$ cat config.mk
export PLATFORM = sky130hd
export DESIGN_NAME = semaforo_multi
export DESIGN_NICKNAME = d
export VERILOG_FILES = /design/src/rtl/semaforo_multi.sv
export SDC_FILE = /design/constraint.sdc
export NUM_CORES = 1
export LEC_CHECK = 0
export ABC_AREA = 0
export CORE_UTILIZATION = 25
export DETAILED_ROUTE_END_ITERATION = 10
export PLACE_DENSITY_LB_ADDON = 0.25
export SLEW_MARGIN = 20
export SYNTH_ARGS = -nofsm -noshare
export SYNTH_HDL_FRONTEND = slang
export SYNTH_SLANG_ARGS = --single-unit
$ cat constraint.sdc
create_clock -name clock -period 4.25 [get_ports clock]
set_input_delay 0.85 -clock clock [delete_from_list [all_inputs] [get_ports clock]]
set_output_delay 0.85 -clock clock [all_outputs]
set_load 0.05 [all_outputs]
$ cat src/rtl/semaforo_multi.sv
`timescale 1ns/1ps
// semaforo_multi: N-way round-robin traffic-light controller with min/max green.
// Define SEMAFORO_PED_EN to compile in the pedestrian WALK phase (ped_req / ped_walk).
module semaforo_multi #(
    parameter int N_DIR         = 4,
    parameter int GREEN_CYCLES  = 4,
    parameter int MAX_GREEN     = 8,
    parameter int YELLOW_CYCLES = 2,
    parameter int ALLRED_CYCLES = 1,
    parameter int PED_CYCLES    = 3
) (
    input  logic                     clock,
    input  logic                     reset_n,
    input  logic [N_DIR-1:0]         traffic,
`ifdef SEMAFORO_PED_EN
    input  logic                     ped_req,
    output logic                     ped_walk,
`endif
    output logic [2*N_DIR-1:0]       light,
    output logic [$clog2(N_DIR)-1:0] active_dir
);
    localparam int DW = $clog2(N_DIR);
    localparam int MA = (MAX_GREEN > GREEN_CYCLES) ? MAX_GREEN : GREEN_CYCLES;
    localparam int MB = (YELLOW_CYCLES > ALLRED_CYCLES) ? YELLOW_CYCLES : ALLRED_CYCLES;
    localparam int MC = (MA > MB) ? MA : MB;
    localparam int MP = (MC > PED_CYCLES) ? MC : PED_CYCLES;
    localparam int TW = $clog2(MP + 1);

`ifdef SEMAFORO_PED_EN
    typedef enum logic [1:0] {S_GREEN, S_YELLOW, S_ALLRED, S_WALK} state_t;
`else
    typedef enum logic [1:0] {S_GREEN, S_YELLOW, S_ALLRED} state_t;
`endif

    state_t          state, state_nx;
    logic [TW-1:0]   timer;
    logic [DW-1:0]   next_dir, cand, idx;
    logic            ped_pending, other_demand, go_yellow;

    assign other_demand = (|(traffic & ~(N_DIR'(1) << active_dir))) | ped_pending;
    assign go_yellow = timer >= TW'(GREEN_CYCLES - 1) && other_demand &&
                       (!traffic[active_dir] || timer >= TW'(MAX_GREEN - 1));

    // Nearest demanding approach after active_dir; plain successor if none.
    always_comb begin
        idx = '0;
        cand = (active_dir == DW'(N_DIR - 1)) ? '0 : active_dir + 1'b1;
        for (int k = N_DIR - 1; k >= 1; k--) begin
            idx = DW'((int'(active_dir) + k) % N_DIR);
            if (traffic[idx]) cand = idx;
        end
    end

    always_ff @(posedge clock or negedge reset_n)
        if (!reset_n) state <= S_GREEN;
        else state <= state_nx;

    always_comb begin
        state_nx = state;
        case (state)
            S_GREEN:  if (go_yellow) state_nx = S_YELLOW;
            S_YELLOW: if (timer == TW'(YELLOW_CYCLES - 1)) state_nx = S_ALLRED;
`ifdef SEMAFORO_PED_EN
            S_ALLRED: if (timer == TW'(ALLRED_CYCLES - 1)) state_nx = ped_pending ? S_WALK : S_GREEN;
            S_WALK:   if (timer == TW'(PED_CYCLES - 1)) state_nx = S_GREEN;
`else
            S_ALLRED: if (timer == TW'(ALLRED_CYCLES - 1)) state_nx = S_GREEN;
`endif
            default:  state_nx = S_GREEN;
        endcase
    end

    always_ff @(posedge clock or negedge reset_n)
        if (!reset_n) begin
            timer      <= '0;
            active_dir <= '0;
            next_dir   <= DW'(1);
        end else begin
            timer <= (state_nx != state) ? '0 : (timer == '1) ? timer : timer + 1'b1;
            if (state == S_GREEN && state_nx == S_YELLOW) next_dir <= cand;
            if (state != S_GREEN && state_nx == S_GREEN) active_dir <= next_dir;
        end

`ifdef SEMAFORO_PED_EN
    // A request arriving on the WALK entry edge stays pending for the next rotation.
    always_ff @(posedge clock or negedge reset_n)
        if (!reset_n) ped_pending <= 1'b0;
        else ped_pending <= ped_req | (ped_pending & !(state_nx == S_WALK && state != S_WALK));
`else
    assign ped_pending = 1'b0;
`endif

    always_comb begin
        light = '0;
        for (int i = 0; i < N_DIR; i++)
            light[2*i +: 2] = (DW'(i) != active_dir) ? 2'b10 :
                              (state == S_GREEN) ? 2'b00 :
                              (state == S_YELLOW) ? 2'b01 : 2'b10;
`ifdef SEMAFORO_PED_EN
        ped_walk = state == S_WALK;
`endif
    end
endmodule

# After elaboration in Yosys (flattened, before gate mapping)

Cells that the tools add are included.

Register bits after elaboration: 10
Input port bits: 6
Output and inout bits: 10
Word-level logic and storage cells: 65

$add $sub $neg: 5
Magnitude comparators: 6
Eq/ne operators: 11
Shift operators: 1
Mux-type cells: 24
Bitwise operators: 2
Reductions and logical operators: 12

Operator list:

| kind                  | number |
|---|---|
| $mux W2               | 13 |
| $lt A2 B3 Y1 const B  | 4 |
| $bmux W1 S2           | 4 |
| $mux W4               | 2 |
| $pmux W2 S3           | 1 |
| $add A2 B1 Y2 const B | 2 |
| $add A2 B2 Y2 const B | 2 |
| $add A4 B1 Y4 const B | 1 |
| $and A4 B4 Y4         | 1 |
| $eq A2 B1 Y1 const B  | 2 |
| $eq A2 B2 Y1 const B  | 2 |
| $eq A4 B1 Y1 const B  | 1 |
| $eq A4 B4 Y1 const B  | 1 |
| $ge A4 B2 Y1 const B  | 1 |
| $ge A4 B3 Y1 const B  | 1 |
| $logic_and A1 B1 Y1   | 4 |
| $logic_not A2 Y1      | 2 |
| $logic_not A4 Y1      | 1 |
| $mux W1               | 4 |
| $ne A2 B2 Y1 const A  | 2 |
| $not A4 Y4            | 1 |
| $reduce_bool A2 Y1    | 2 |
| $reduce_or A4 Y1      | 1 |
| $shl A1 B2 Y4 const A | 1 |
| 5 further kinds       | 5 |

# Logic depth before layout (Yosys ltp)

Gate-level depths: netlist of the first run.

Depth after elaboration: 10
Gate-level depth with buffers: 9
Gate-level depth less buffers: 7

# Least setup slack after synthesis of the first run

OpenSTA, ideal clock, no wires.

Path kind: register to output
Start: register active_dir[1]
End: output port light[3]
Arrival time: 1.544 ns
Required time: 3.400 ns
Path slack: 1.856 ns
Cell stages (with the launch flop): 4
Buffers on the path: 0
Cell sequence: dfrtp_1 -> inv_1 -> ha_1 -> nand2b_1

Cells in the longest elaborated chain, start to end: 2

RTL lines:

| item                   | RTL line | RTL |
|---|---|---|
| from (decl)            | 20       | `output logic [$clog2(N_DIR)-1:0] active_dir` |
| from (signal assigned) | 81       | `if (state != S_GREEN && state_nx == S_GREEN) active_dir <= next_dir;` |
| $ne A1 B2 Y1           | 96       | `light[2*i +: 2] = (DW'(i) != active_dir) ? 2'b10 :` |
| $mux W2                | 96       |  |
| to (decl)              | 19       | `output logic [2*N_DIR-1:0] light,` |

Every way passes these cells.

# Worst setup path after layout of the first run

Start: register active_dir[0]
End: output port light[5]

Cells in the longest elaborated chain, start to end: 2

RTL lines:

| item         | RTL line |
|---|---|
| $ne A2 B2 Y1 | 96 |
| $mux W2      | 96 |

Every way passes these cells.

==> results of run 1 <==
==> Yosys cell counts, drive strengths merged <==
cell type  number
and3            1
nor4b           1
a2bb2oi         1
a22oi           1
nor2b           1
buf             2
nand3b          1
nand2           7
a311oi          2
a31oi           1
ha              7
a221oi          1
o31ai           1
a21oi           6
o211ai          1
nand3           3
mux2            3
nor2            4
nor3            3
and2            5
o21ba           1
nor3b           2
clkbuf          2
o22ai           3
mux2i           2
nand2b          7
dfstp           1
o21ai           8
o21a            5
dfrtp           9
xnor2           1
inv            10
==> power by group through the flow <==
| stage | registers [mW] | logic [mW] | clock network, mW |
|---|---|---|---|
| finish | 0.216 | 0.591 | 0.0682 |
| global route | 0.227 | 0.661 | 0.0745 |
| CTS | 0.215 | 0.595 | 0.0732 |
| detailed placement | 0.217 | 0.592 | 0 |
| global placement | 0.214 | 0.591 | 0 |
| floorplan | 0.209 | 0.468 | 0 |
==> per-stage QoR <==
stage | setup slack [ns] | cell area, µm² | hold WS (ns)
after floorplan | 1.86 | 878 | 0.446
after global routing | 1.08 | 1080 | 0.552
after detailed placement | 1.51 | 1050 | 0.504
final | 1.22 | 1080 | 0.501
after CTS | 1.21 | 1080 | 0.507
after global placement | 1.51 | 1050 | 0.494
==> critical path, stage by stage (launching register included) <==
cell,delay (ns)
dfrtp_1,0.62
inv_1,0.17
ha_1,0.26
nand2b_1,0.08
clkdlybuf4s50_1,0.79
==> sequential cells by signal, summed over array words and instances (netlist names) <==
register    count
active_dir      2
next_dir        2
state           2
timer           4
==> logic make-up (layout without fill, tap and decap cells) <==
kind of cell               count (synthesis)  after routing  synth area share
adders and majority gates                  7              7            0.0997
AOI/OAI and AO/OA                         31             31             0.234
muxes                                      5              5            0.0655
DFF                                       10             10             0.286
and+or+nand+nor                           35             35             0.227
xor gates and xnor gates                   1              1           0.00997
buffers and inverters                     14             29            0.0783
==> layer usage <==
| metal | vias to the layer above | track usage | share of wire |
|---|---|---|---|
| met4 | 0 | 0.0649 | 0.011 |
| met1 | 359 | 0.166 | 0.51 |
| li1 | 390 | - | - |
| met3 | 4 | 0.0168 | 0.055 |
| met5 | - | 0 | 0 |
| met2 | 22 | 0.175 | 0.42 |
==> worst max path at each step <==
stage / start / to / slack, ns / depth (start not counted)
floorplan: active_dir[1] / light[3] / 1.86 / 3
global placement: active_dir[0] / light[5] / 1.51 / 4
detailed placement: active_dir[0] / light[5] / 1.51 / 4
CTS: active_dir[0] / light[5] / 1.21 / 4
global route: active_dir[0] / light[5] / 1.08 / 4
finish: active_dir[0] / light[5] / 1.22 / 4
==> cell type report <==
| cell class | count | area share |
|---|---|---|
| clock buffer | 4 | 0.0243 |
| inverter | 10 | 0.0347 |
| multi-input combinational | 79 | 0.516 |
| sequential | 10 | 0.233 |
| tap | 46 | 0.0532 |
| timing repair buffer | 15 | 0.139 |
==> flow_metrics.py, run 1 <==
metrics = {
    "synth": {
        "ys_ff_latch": 10,
        "synth_cells": 103,
        "yosysTopAreaCell": "dfrtp_1",
        "ys_warn_count": 0,
        "yosysTopAreaCellShare": 0.256,
        "synthesis.nets": 116,
        "synth.avg_cell_area_um2": 8.53,
        "yosys-top-cells-area": "dfrtp_1 (26%), ha_1 (10%), nand2b_1 (5.0%), o21ai_0 (4.6%), inv_1 (4.3%)",
        "synth_cell_types": 36,
        "syn_area_um2": 878,
        "ys_seq_area_frac": 0.286,
    },
    "critical_path": {
        "cp.required_ns": 3.40,
        "path_class": "reg2out",
        "ff2ff_setup_slack_ns": 2.00,
        "crit_fanout": 13,
        "r2r-end": "next_dir[0]",
        "start_kind": "register",
        "arrival_ns": 2.18,
        "rr_worst_depth": 7,
        "cp-end-kind": "output port",
        "r2r_start": "active_dir[0]",
    },
    "sta": {
        "fin_crit_sh": 0.713,
        "final_max_slew_viol_count": 0,
        "setup_viol": 0,
        "skew_ns": 0.0137,
        "slew_headroom": 0.665,
        "rsz0062_at_grt": "no",
        "worstMarginPinSlew_ns": 0.501,
        "fin_crit_ns": 3.03,
        "setup_tns_ns": 0,
        "fmax_ghz": 0.330,
        "final_hold_viol_count": 0,
    },
    "pwr": {
        "leakagePower_nw": 0.452,
        "switching_power_mw": 0.451,
        "power_frac_comb": 0.675,
        "p_int_mw": 0.424,
        "p_seq_frac": 0.247,
        "powerDensity_nw_per_um2": 810,
        "switching_share": 0.515,
        "ir_drop_mv": 0.292,
        "pwr-share-clk": 0.078,
        "power.total_mw": 0.875,
    },
    "clocking": {
        "cts_root_buf": "clkbuf_4",
        "clk_pin_slew_ns": 0.07,
        "cts_hold_buf": 0,
        "cts_resized": 0,
        "clockBufferDepth": 2,
        "cts_sinks": 10,
        "cts_buffers": 3,
        "h-tree-depth": 1,
        "post_cts_buffers": 0,
        "clock_latency_ns": 0.27,
        "cts_tree": "yes",
    },
    "hold_path": {
        "holdPathEnd": "active_dir[1]",
        "min_path_type": "reg2reg",
        "hp-start": "next_dir[1]",
        "min_path_cells": 2,
    },
    "grt": {
        "grt_pass1_wl_mm": 3.30,
        "antenna_found_initial": 0,
        "grt_overflow_total": 0,
        "grt.total_usage": 0.119,
        "grt_pass1_vias": 715,
        "grt_max_degree": 14,
    },
    "layout": {
        "antenna_cells": 0,
        "layout.cells.most_common": "clkdlybuf4s50_1",
        "nFillCells": 376,
        "final_cells": 164,
        "layout_common_cells": "clkdlybuf4s50_1 (15), inv_1 (10), dfrtp_1 (9)",
        "drive_above_1_share": 0.0932,
        "nets": 132,
        "fin_util": 0.321,
        "synthToLayoutAreaGrowth_pct": 23.1,
        "final-seq-area_um2": 251,
        "multi_input_area_um2": 558,
    },
    "detailed_routing": {
        "drc": 0,
        "drtPass1Iterations": 4,
        "drt_iter0_drc": 35,
        "dr_total_vias": 775,
        "routed_wl_mm": 1.88,
        "viasPerCell": 4.73,
        "wl_per_cell_um": 11.5,
        "drtAntennaViolNets": 0,
    },
    "place": {
        "numPortBuffers": 15,
        "post-place-cells": 160,
        "gp_congestion": 0.803,
        "dp_hpwl_mm": 1.45,
    },
    "floorplan": {
        "dieArea_um2": 3750,
        "top_level_ports": 16,
        "row_count": 21,
        "die_w_um": 61.3,
        "die_h_um": 61.3,
        "start_util": 0.261,
        "coreArea_um2": 3360,
    },
    "outcome": {
        "status": "completed",
    },
    "run": {
        "cap_violations": 0,
    },
}
Power figures use the tool's default switching activity.
==> run 2, diff against run 1 <==
==> constraint.sdc (replaced) <==
create_clock -name clock -period 2.69 [get_ports clock]
set_input_delay 0.538 -clock clock [delete_from_list [all_inputs] [get_ports clock]]
set_output_delay 0.538 -clock clock [all_outputs]
set_load 0.05 [all_outputs]
==> run 2 against run 1 <==
  * Via count up 2.6%
  * Global-route usage down 0.088 points
  * Die area unchanged
  * Register-to-register slack worse by 1.5 ns
  * Power up 59%
  * Utilization unchanged
  * Sequential cell count unchanged
  * Clock power up 99%
  * Cell area unchanged
==> flow_metrics.py, run 2 (synthesis results as in run 1) <==
metrics = {
    "floorplan": {
        "die_w_um": 61.3,
        "start_util": 0.261,
        "dieArea_um2": 3750,
        "row_count": 21,
        "coreArea_um2": 3360,
        "top_level_ports": 16,
        "die_h_um": 61.3,
    },
    "pwr": {
        "power_frac_comb": 0.659,
        "p_seq_frac": 0.244,
        "leakagePower_nw": 0.461,
        "p_int_mw": 0.681,
        "switching_share": 0.511,
        "pwr-share-clk": 0.097,
        "powerDensity_nw_per_um2": 1290,
        "ir_drop_mv": 0.428,
        "switching_power_mw": 0.712,
    },
    "place": {
        "post-place-cells": 160,
        "numPortBuffers": 15,
        "gp_congestion": 0.836,
        "pre_cts_slack_ns": 0.290,
        "dpl_cell_area_um2": 1040,
        "dp_hpwl_mm": 1.52,
    },
    "detailed_routing": {
        "viasPerCell": 4.85,
        "drtPass1Iterations": 4,
        "dr_total_vias": 795,
        "wl_per_cell_um": 11.8,
        "routed_wl_mm": 1.94,
        "drc": 0,
        "drtAntennaViolNets": 0,
        "drt_iter0_drc": 19,
    },
    "critical_path": {
        "ff2ff_setup_slack_ns": 0.46,
        "cp.required_ns": 2.15,
        "crit_fanout": 13,
        "cp-end-kind": "output port",
        "start_kind": "register",
        "arrival_ns": 2.02,
        "path_class": "reg2out",
    },
    "clocking": {
        "clockBufferDepth": 2,
        "clock_latency_ns": 0.26,
        "cts_buffers": 3,
        "cts_sinks": 10,
        "cts_root_buf": "clkbuf_4",
        "cts_hold_buf": 0,
        "post_cts_buffers": 0,
        "cts_tree": "yes",
        "h-tree-depth": 1,
        "clk_pin_slew_ns": 0.07,
    },
    "grt": {
        "antenna_found_initial": 0,
        "grt_overflow_total": 0,
        "grt_pass1_vias": 753,
        "grt_max_degree": 14,
        "grt_pass1_wl_mm": 3.17,
        "grt.total_usage": 0.118,
    },
    "layout": {
        "synthToLayoutAreaGrowth_pct": 23.1,
        "final_cells": 164,
        "largest_reg_flops": 4,
        "layout_common_cells": "inv_1 (10), clkdlybuf4s50_1 (10), o21ai_0 (8), dfrtp_1 (8)",
        "finish.instance_area_um2": 1080,
        "nets": 132,
        "antenna_cells": 0,
        "drive_above_1_share": 0.144,
        "regMostFlops": "timer",
    },
    "sta": {
        "final_hold_viol_count": 0,
        "setup_tns_ns": 0,
        "timing.hold.ws_ns": 0.494,
        "skew_ns": 0.00300,
        "setup_viol": 0,
        "fin_crit_sh": 0.952,
        "worstMarginPinSlew_ns": 0.491,
        "fin_crit_ns": 2.56,
        "setup_ws_ns": 0.128,
        "rsz0062_at_grt": "no",
        "fmax_ghz": 0.390,
        "final_max_slew_viol_count": 0,
        "slew_headroom": 0.672,
    },
    "run": {
        "cap_violations": 0,
    },
    "hold_path": {
        "min_path_type": "reg2reg",
    },
    "outcome": {
        "status": "completed",
    },
}
==> run 2: cell types whose count changed in the layout (fill, tap and decap cells not counted), sizes merged <==
cell	change
clkdlybuf4s50	-5
dlygate4sd2	+1
buf	+4
==> run 2: path summary, 6_finish.rpt <==
kind	from	end	cells after the start
worst max-delay path	active_dir[0]	light[4]	4
worst min-delay path	next_dir[1]	active_dir[1]	2
worst max register to register	active_dir[1]	next_dir[0]	7
worst min register to register	next_dir[1]	active_dir[1]	2
max in group asynchronous	reset_n	next_dir[0]	1
min in group asynchronous	reset_n	timer[0]	1
==> run 2: metrics by stage <==
step                      total power, mW  utilization
after floorplan                      1.07            -
after global placement               1.26        0.311
after detailed placement             1.28        0.311
after CTS                            1.41        0.321
after global routing                 1.53        0.321
final                                1.39        0.321
==> run 2: repair_timing <==
item,CTS,global route
setup endpoints to repair,1,2
gates resized for setup,1,1
hold endpoints to repair,0,0
pin swaps,0,0
==> run 2: power groups by stage <==
| stage | Combinational [mW] | Sequential, mW | Clock [mW] |
|---|---|---|---|
| floorplan | 0.740 | 0.329 | 0 |
| global placement | 0.917 | 0.339 | 0 |
| detailed placement | 0.933 | 0.344 | 0 |
| CTS | 0.930 | 0.341 | 0.143 |
| global route | 1.02 | 0.359 | 0.153 |
| finish | 0.918 | 0.340 | 0.136 |
==> run 2: worst max-delay path, cell delays in order (launching register included) <==
cell and delay [ns]:
dfrtp_2 0.50, inv_1 0.15, ha_1 0.20, and2_1 0.12, clkdlybuf4s50_1 0.79
==> run 2: cell type report <==
class | count | area, µm²
timing repair buffer | 15 | 139
multi-input combinational | 79 | 558
sequential | 10 | 253
inverter | 10 | 37.5
clock buffer | 4 | 36.3
tap | 46 | 57.6
fill | 372 | 2280
==> run 2: metal layers <==
metal  part of all wire  track usage  routed length [µm]  vias up
met2               0.47        0.205                 912       26
met4             0.0062       0.0487                  12        0
met3              0.056       0.0252                 109        2
met5                  0            0                   0        -
met1               0.47        0.140                 903      374
li1                   -            -                   -      393
